--- src/rtl/piso_tx_4.sv ---
// -----------------------------------------------------------------------------
// piso_tx_4 -- 4-bit parallel-in / serial-out frame transmitter.
//
// A parallel word is captured on load while idle and sent as one frame:
//   start bit (0), four data bits, optional even-parity bit, stop bit (1).
// Each bit lasts one En period (one clk edge with En=1). All outputs are
// registered. done pulses for one clk when the stop bit completes.
//
// Parameters:
//   MSB_FIRST  1: send D[3] first, 0: send D[0] first.
//
// Configuration macro:
//   PISO_TX_PARITY_EN  when defined, an even-parity bit is sent between the
//                      last data bit and the stop bit (7-bit frame). When
//                      undefined, the frame is 6 bits long.
//
// Ports:
//   clk    in   system clock, rising edge
//   reset  in   asynchronous, active-high reset
//   En     in   bit-tick enable
//   load   in   parallel-load request (accepted only while idle)
//   D      in   [3:0] parallel word
//   ready  out  idle, load will be accepted
//   busy   out  frame in progress (complement of ready)
//   sout   out  serial line, idles high
//   done   out  one-clk pulse at frame completion
// -----------------------------------------------------------------------------
module piso_tx_4 #(
  parameter bit MSB_FIRST = 1'b1
) (
  input  logic       clk,
  input  logic       reset,
  input  logic       En,
  input  logic       load,
  input  logic [3:0] D,
  output logic       ready,
  output logic       busy,
  output logic       sout,
  output logic       done
);

  typedef enum logic [2:0] {
    S_IDLE,
    S_START,
    S_DATA,
`ifdef PISO_TX_PARITY_EN
    S_PARITY,
`endif
    S_STOP
  } state_e;

  state_e     state_q, state_d;
  logic [3:0] shreg_q, shreg_d;
  logic [1:0] cnt_q, cnt_d;
  logic       sout_q, sout_d;
  logic       ready_q, ready_d;
  logic       busy_q, busy_d;
  logic       done_q, done_d;
`ifdef PISO_TX_PARITY_EN
  logic       par_q, par_d;
`endif

  // The bit at the head of the shift register is the one sent next; after a
  // shift, the following bit sits one position further in.
  logic       head_bit;
  logic       next_bit;
  logic [3:0] shifted;

  assign head_bit = MSB_FIRST ? shreg_q[3] : shreg_q[0];
  assign next_bit = MSB_FIRST ? shreg_q[2] : shreg_q[1];
  assign shifted  = MSB_FIRST ? {shreg_q[2:0], 1'b0} : {1'b0, shreg_q[3:1]};

  always_comb begin
    // NOTE: every next-state variable gets a default first, so no path
    // through the case leaves one unassigned and no latch is inferred.
    state_d = state_q;
    shreg_d = shreg_q;
    cnt_d   = cnt_q;
    sout_d  = sout_q;
    ready_d = ready_q;
    busy_d  = busy_q;
    done_d  = 1'b0;
`ifdef PISO_TX_PARITY_EN
    par_d   = par_q;
`endif

    unique case (state_q)
      S_IDLE: begin
        // Capture does not wait for En; the start bit then lasts until the
        // next En tick.
        if (load) begin
          state_d = S_START;
          shreg_d = D;
          cnt_d   = 2'd0;
          sout_d  = 1'b0;
          ready_d = 1'b0;
          busy_d  = 1'b1;
`ifdef PISO_TX_PARITY_EN
          par_d   = ^D;
`endif
        end
      end

      S_START: begin
        if (En) begin
          state_d = S_DATA;
          cnt_d   = 2'd0;
          sout_d  = head_bit;
        end
      end

      S_DATA: begin
        if (En) begin
          shreg_d = shifted;
          cnt_d   = cnt_q + 2'd1;
          if (cnt_q == 2'd3) begin
`ifdef PISO_TX_PARITY_EN
            state_d = S_PARITY;
            sout_d  = par_q;
`else
            state_d = S_STOP;
            sout_d  = 1'b1;
`endif
          end else begin
            sout_d = next_bit;
          end
        end
      end

`ifdef PISO_TX_PARITY_EN
      S_PARITY: begin
        if (En) begin
          state_d = S_STOP;
          sout_d  = 1'b1;
        end
      end
`endif

      S_STOP: begin
        if (En) begin
          state_d = S_IDLE;
          sout_d  = 1'b1;
          ready_d = 1'b1;
          busy_d  = 1'b0;
          done_d  = 1'b1;
        end
      end

      default: begin
        state_d = S_IDLE;
        sout_d  = 1'b1;
        ready_d = 1'b1;
        busy_d  = 1'b0;
      end
    endcase
  end

  // NOTE: sequential state uses non-blocking assignments so every flop
  // samples the pre-edge values regardless of statement order.
  always_ff @(posedge clk or posedge reset) begin
    if (reset) begin
      // NOTE: the shift register is ordinary control flops, not a memory
      // array, so it is reset along with the rest of the state.
      state_q <= S_IDLE;
      shreg_q <= 4'b0000;
      cnt_q   <= 2'd0;
      sout_q  <= 1'b1;
      ready_q <= 1'b1;
      busy_q  <= 1'b0;
      done_q  <= 1'b0;
`ifdef PISO_TX_PARITY_EN
      par_q   <= 1'b0;
`endif
    end else begin
      state_q <= state_d;
      shreg_q <= shreg_d;
      cnt_q   <= cnt_d;
      sout_q  <= sout_d;
      ready_q <= ready_d;
      busy_q  <= busy_d;
      done_q  <= done_d;
`ifdef PISO_TX_PARITY_EN
      par_q   <= par_d;
`endif
    end
  end

  assign ready = ready_q;
  assign busy  = busy_q;
  assign sout  = sout_q;
  assign done  = done_q;

endmodule
--- config.mk ---
export PLATFORM = sky130hd
export DESIGN_NAME = piso_tx_4
export DESIGN_NICKNAME = d
export VERILOG_FILES = /design/src/rtl/piso_tx_4.sv
export SDC_FILE = /design/constraint.sdc
export NUM_CORES = 1
export LEC_CHECK = 0
export ABC_AREA = 1
export CAP_MARGIN = 15
export CORE_MARGIN = 10
export CORE_UTILIZATION = 30
export DETAILED_ROUTE_END_ITERATION = 10
export HOLD_SLACK_MARGIN = 0.1
export SLEW_MARGIN = 0
export SYNTH_ARGS = -nofsm -noshare
export SYNTH_HDL_FRONTEND = slang
export SYNTH_SLANG_ARGS = --single-unit
--- constraint.sdc ---
create_clock -name clk -period 2.45 [get_ports clk]
set_input_delay 0.49 -clock clk [delete_from_list [all_inputs] [get_ports clk]]
set_output_delay 0.49 -clock clk [all_outputs]
set_load 0.005 [all_outputs]
==> results of run 1 <==
-- flip-flops by register name (all words and copies together) (netlist names) --
| register | cells |
|---|---|
| state_q | 2 |
| shreg_q | 4 |
| done | 1 |
| busy | 1 |
| ready | 1 |
| cnt_q | 2 |
| sout | 1 |
-- metrics by stage --
step | hold WS [ps] | instance area (um^2) | cells | total power (W)
CTS | 476 | 901 | 138 | 0.00115
detailed placement | 456 | 865 | 134 | 0.000968
global route | 492 | 901 | 138 | 0.00126
floorplan | 353 | 719 | 95 | 0.000803
global placement | 459 | 865 | 134 | 0.000962
finish | 475 | 901 | 138 | 0.00113
-- metal layers --
| metal | GRT usage, % | wire length [um] | vias to the layer above |
|---|---|---|---|
| li1 | - | - | 319 |
| met1 | 7.84 | 654 | 270 |
| met2 | 10.8 | 661 | 10 |
| met3 | 1.45 | 88 | 6 |
| met4 | 6.65 | 66 | 0 |
| met5 | 0 | 0 | - |
-- cell type report --
cell class,count,area share [%]
clock buffer,4,4.03
sequential,12,33.6
timing repair buffer,11,12.2
tap,28,3.89
multi-input combinational,69,40.4
inverter,14,5.83
-- Yosys cell counts (all sizes together) --
cell type and instances:
inv 14, nor2 5, nand4 2, nand2 44
a21oi 1, dfrtp 10, ha 7, o21ai 5
nand3 4, dfstp 2, or2 1
-- how the worst min path moves through the flow --
stage / startpoint / to / slack [ps] / cells after the start
detailed placement: sout$_DFFE_PP1P_ / sout$_DFFE_PP1P_ / 460 / 2
floorplan: reset / busy$_DFFE_PP0P_ / 350 / 1
finish: sout$_DFFE_PP1P_ / sout$_DFFE_PP1P_ / 480 / 2
CTS: sout$_DFFE_PP1P_ / sout$_DFFE_PP1P_ / 480 / 2
global placement: sout$_DFFE_PP1P_ / sout$_DFFE_PP1P_ / 460 / 2
global route: sout$_DFFE_PP1P_ / sout$_DFFE_PP1P_ / 490 / 2
-- power by group --
group          leakage, nW  switching, W  total (W)  internal [W]
logic                0.333      0.000350   0.000597      0.000247
registers            0.149     0.0000655   0.000366      0.000300
clock network       0.0210     0.0000780   0.000169     0.0000907
-- cell families (layout without fill, tap and decap cells) --
logic type	after synthesis	after routing	synth area share, %
DFF	12	12	42.1
AOI/OAI and AO/OA	6	6	4.70
buffers and inverters	14	29	7.30
adders and majority gates	7	7	12.2
and+or+nand+nor	56	56	33.7
==> qor.yml, run 1 <==
end_kind: "primary output"
n_antenna_cell: 0
overflow: 0
timing.slew.headroom_pct: 68.6
fp.dieArea_um2: 4760
final_nets: 126
root_buffer: "clkbuf_4"
rsz0062_at_grt: "false"
timing.final.ws_setup_ps: 632
crit_type: "reg2out"
initial_core_util_pct: 31.9
clk_pin_slew_worst_paths_ps: 80
cp_max_fo: 2
clk_latency_ps: 290
numClockSinks: 12
final_cell_mix: "42 x nand2_1, 11 x inv_1, 11 x clkdlybuf4s50_1, 10 x dfrtp_1, 7 x ha_1"
hold_class: "reg2reg"
period_share_pct: 74.2
cts_resized: 0
worstPathArrival_ps: 1330
post_cts_buffers: 0
max_stage_delay_ps: 540
synth_seq_area_share_pct: 42.1
r2r_cells: 8
areaGrowthSynthToFinish_pct: 25.2
worstSetupStartpoint: "sout$_DFFE_PP1P_"
finalSetupViolations: 0
die_w_um: 69.0
hold_viol_final: 0
htreeDepth: 1
tightest_slew_ps: 471
synth_largest_area_cell: "dfrtp_1"
antenna_found_initial: 0
yosys_warnings: 0
routed-via-count: 605
synth.distinct_cells: 17
fin_skew_ps: 2.30
nFillCells: 254
drt-initial-drc-count: 30
r2r_setup_slack_ps: 960
cts_inserted_buffers: 3
io_pins: 12
crit_path_top_delay_cell: "dfstp_2"
syn_nets: 110
ant_nets: 0
grt_start_max_net_pins: 13
place.gp.congestion: 0.800
max-cap-violations: 0
ys_ff_latch: 12
die_y_um: 69.0
p_leak_nw: 0.502
drv_slew: 0
worst-path-stages: 1
yosys.area.top_type_share_pct: 34.8
ys_top_cells_by_area: "dfrtp_1 35%, nand2_1 22%, ha_1 12%"
row_count: 17
core_um2: 2250
wire_per_inst_um: 10.7
crit_buf_inv: 1
clockBufferDepth: 2
crit_required_ps: 1960
drive_above_1_share_pct: 14.5
finish.utilization_pct: 40.0
cts_tree: "yes"
drt_first_pass_iters: 2
cp_cell_sequence: "clkdlybuf4s50_1"
holdBufCountCts: 0
finalSetupTns_ps: 0
syn_area_um2: 719
status: "complete, no violations"
dp_worst_setup_slack_ps: 816
endpoint: "sout"
wl_um: 1470
grt_pass1_wl_um: 2500
finalCriticalPeriod_ps: 1820
vdd_drop_max_v: 0.000538
timing.rr.start: "state_q[0]$_DFFE_PP0P_"
final_common_cell: "nand2_1"
fmax_mhz: 550
vias_per_cell: 4.38
netlist_instances: 95
r2r_end: "shreg_q[2]$_DFFE_PP0P_"
route.detailed.drc: 0
multi_input_area_um2: 364
seq_area_um2: 303
syn_area_per_cell_um2: 7.57
dp_hpwl_um: 1110
grt_usage_pct: 7.02
io_buffer_count: 11
p_per_area_nw_per_um2: 1260
grt_pass1_vias: 570
path_delay_family: "flip-flops"
startpoint_type: "register"
Note: power is estimated with default switching activity, not from simulation.
==> run 2, diff against run 1 <==
==> constraint.sdc (replaced) <==
create_clock -name clk -period 1.7 [get_ports clk]
set_input_delay 0.34 -clock clk [delete_from_list [all_inputs] [get_ports clk]]
set_output_delay 0.34 -clock clk [all_outputs]
set_load 0.005 [all_outputs]
==> results of run 2 <==
The final DEF is identical to that of run 1. Status: complete, no violations.
Main changes from that run: setup slack after placement 816 ps -> 216 ps; setup slack after layout 632 ps -> 32.4 ps; hold slack 475 ps -> 353 ps; register-to-register setup slack 960 ps -> 210 ps; total power 0.00113 W -> 0.00163 W; worst IR drop on VDD 0.000538 V -> 0.000776 V
==> run 3, diff against run 2 <==
==> constraint.sdc (replaced) <==
create_clock -name clk -period 2 [get_ports clk]
set_input_delay 0.4 -clock clk [delete_from_list [all_inputs] [get_ports clk]]
set_output_delay 0.4 -clock clk [all_outputs]
set_load 0.005 [all_outputs]
==> results of run 3 <==
The final DEF is identical to that of run 1. Status: complete, no violations.
Main changes from that run: final weighted congestion in routability-driven placement 0.800 -> 0.799; setup slack after placement 816 ps -> 456 ps; setup slack after layout 632 ps -> 272 ps; hold slack 475 ps -> 413 ps; register-to-register setup slack 960 ps -> 510 ps; total power 0.00113 W -> 0.00139 W; worst IR drop on VDD 0.000538 V -> 0.000660 V
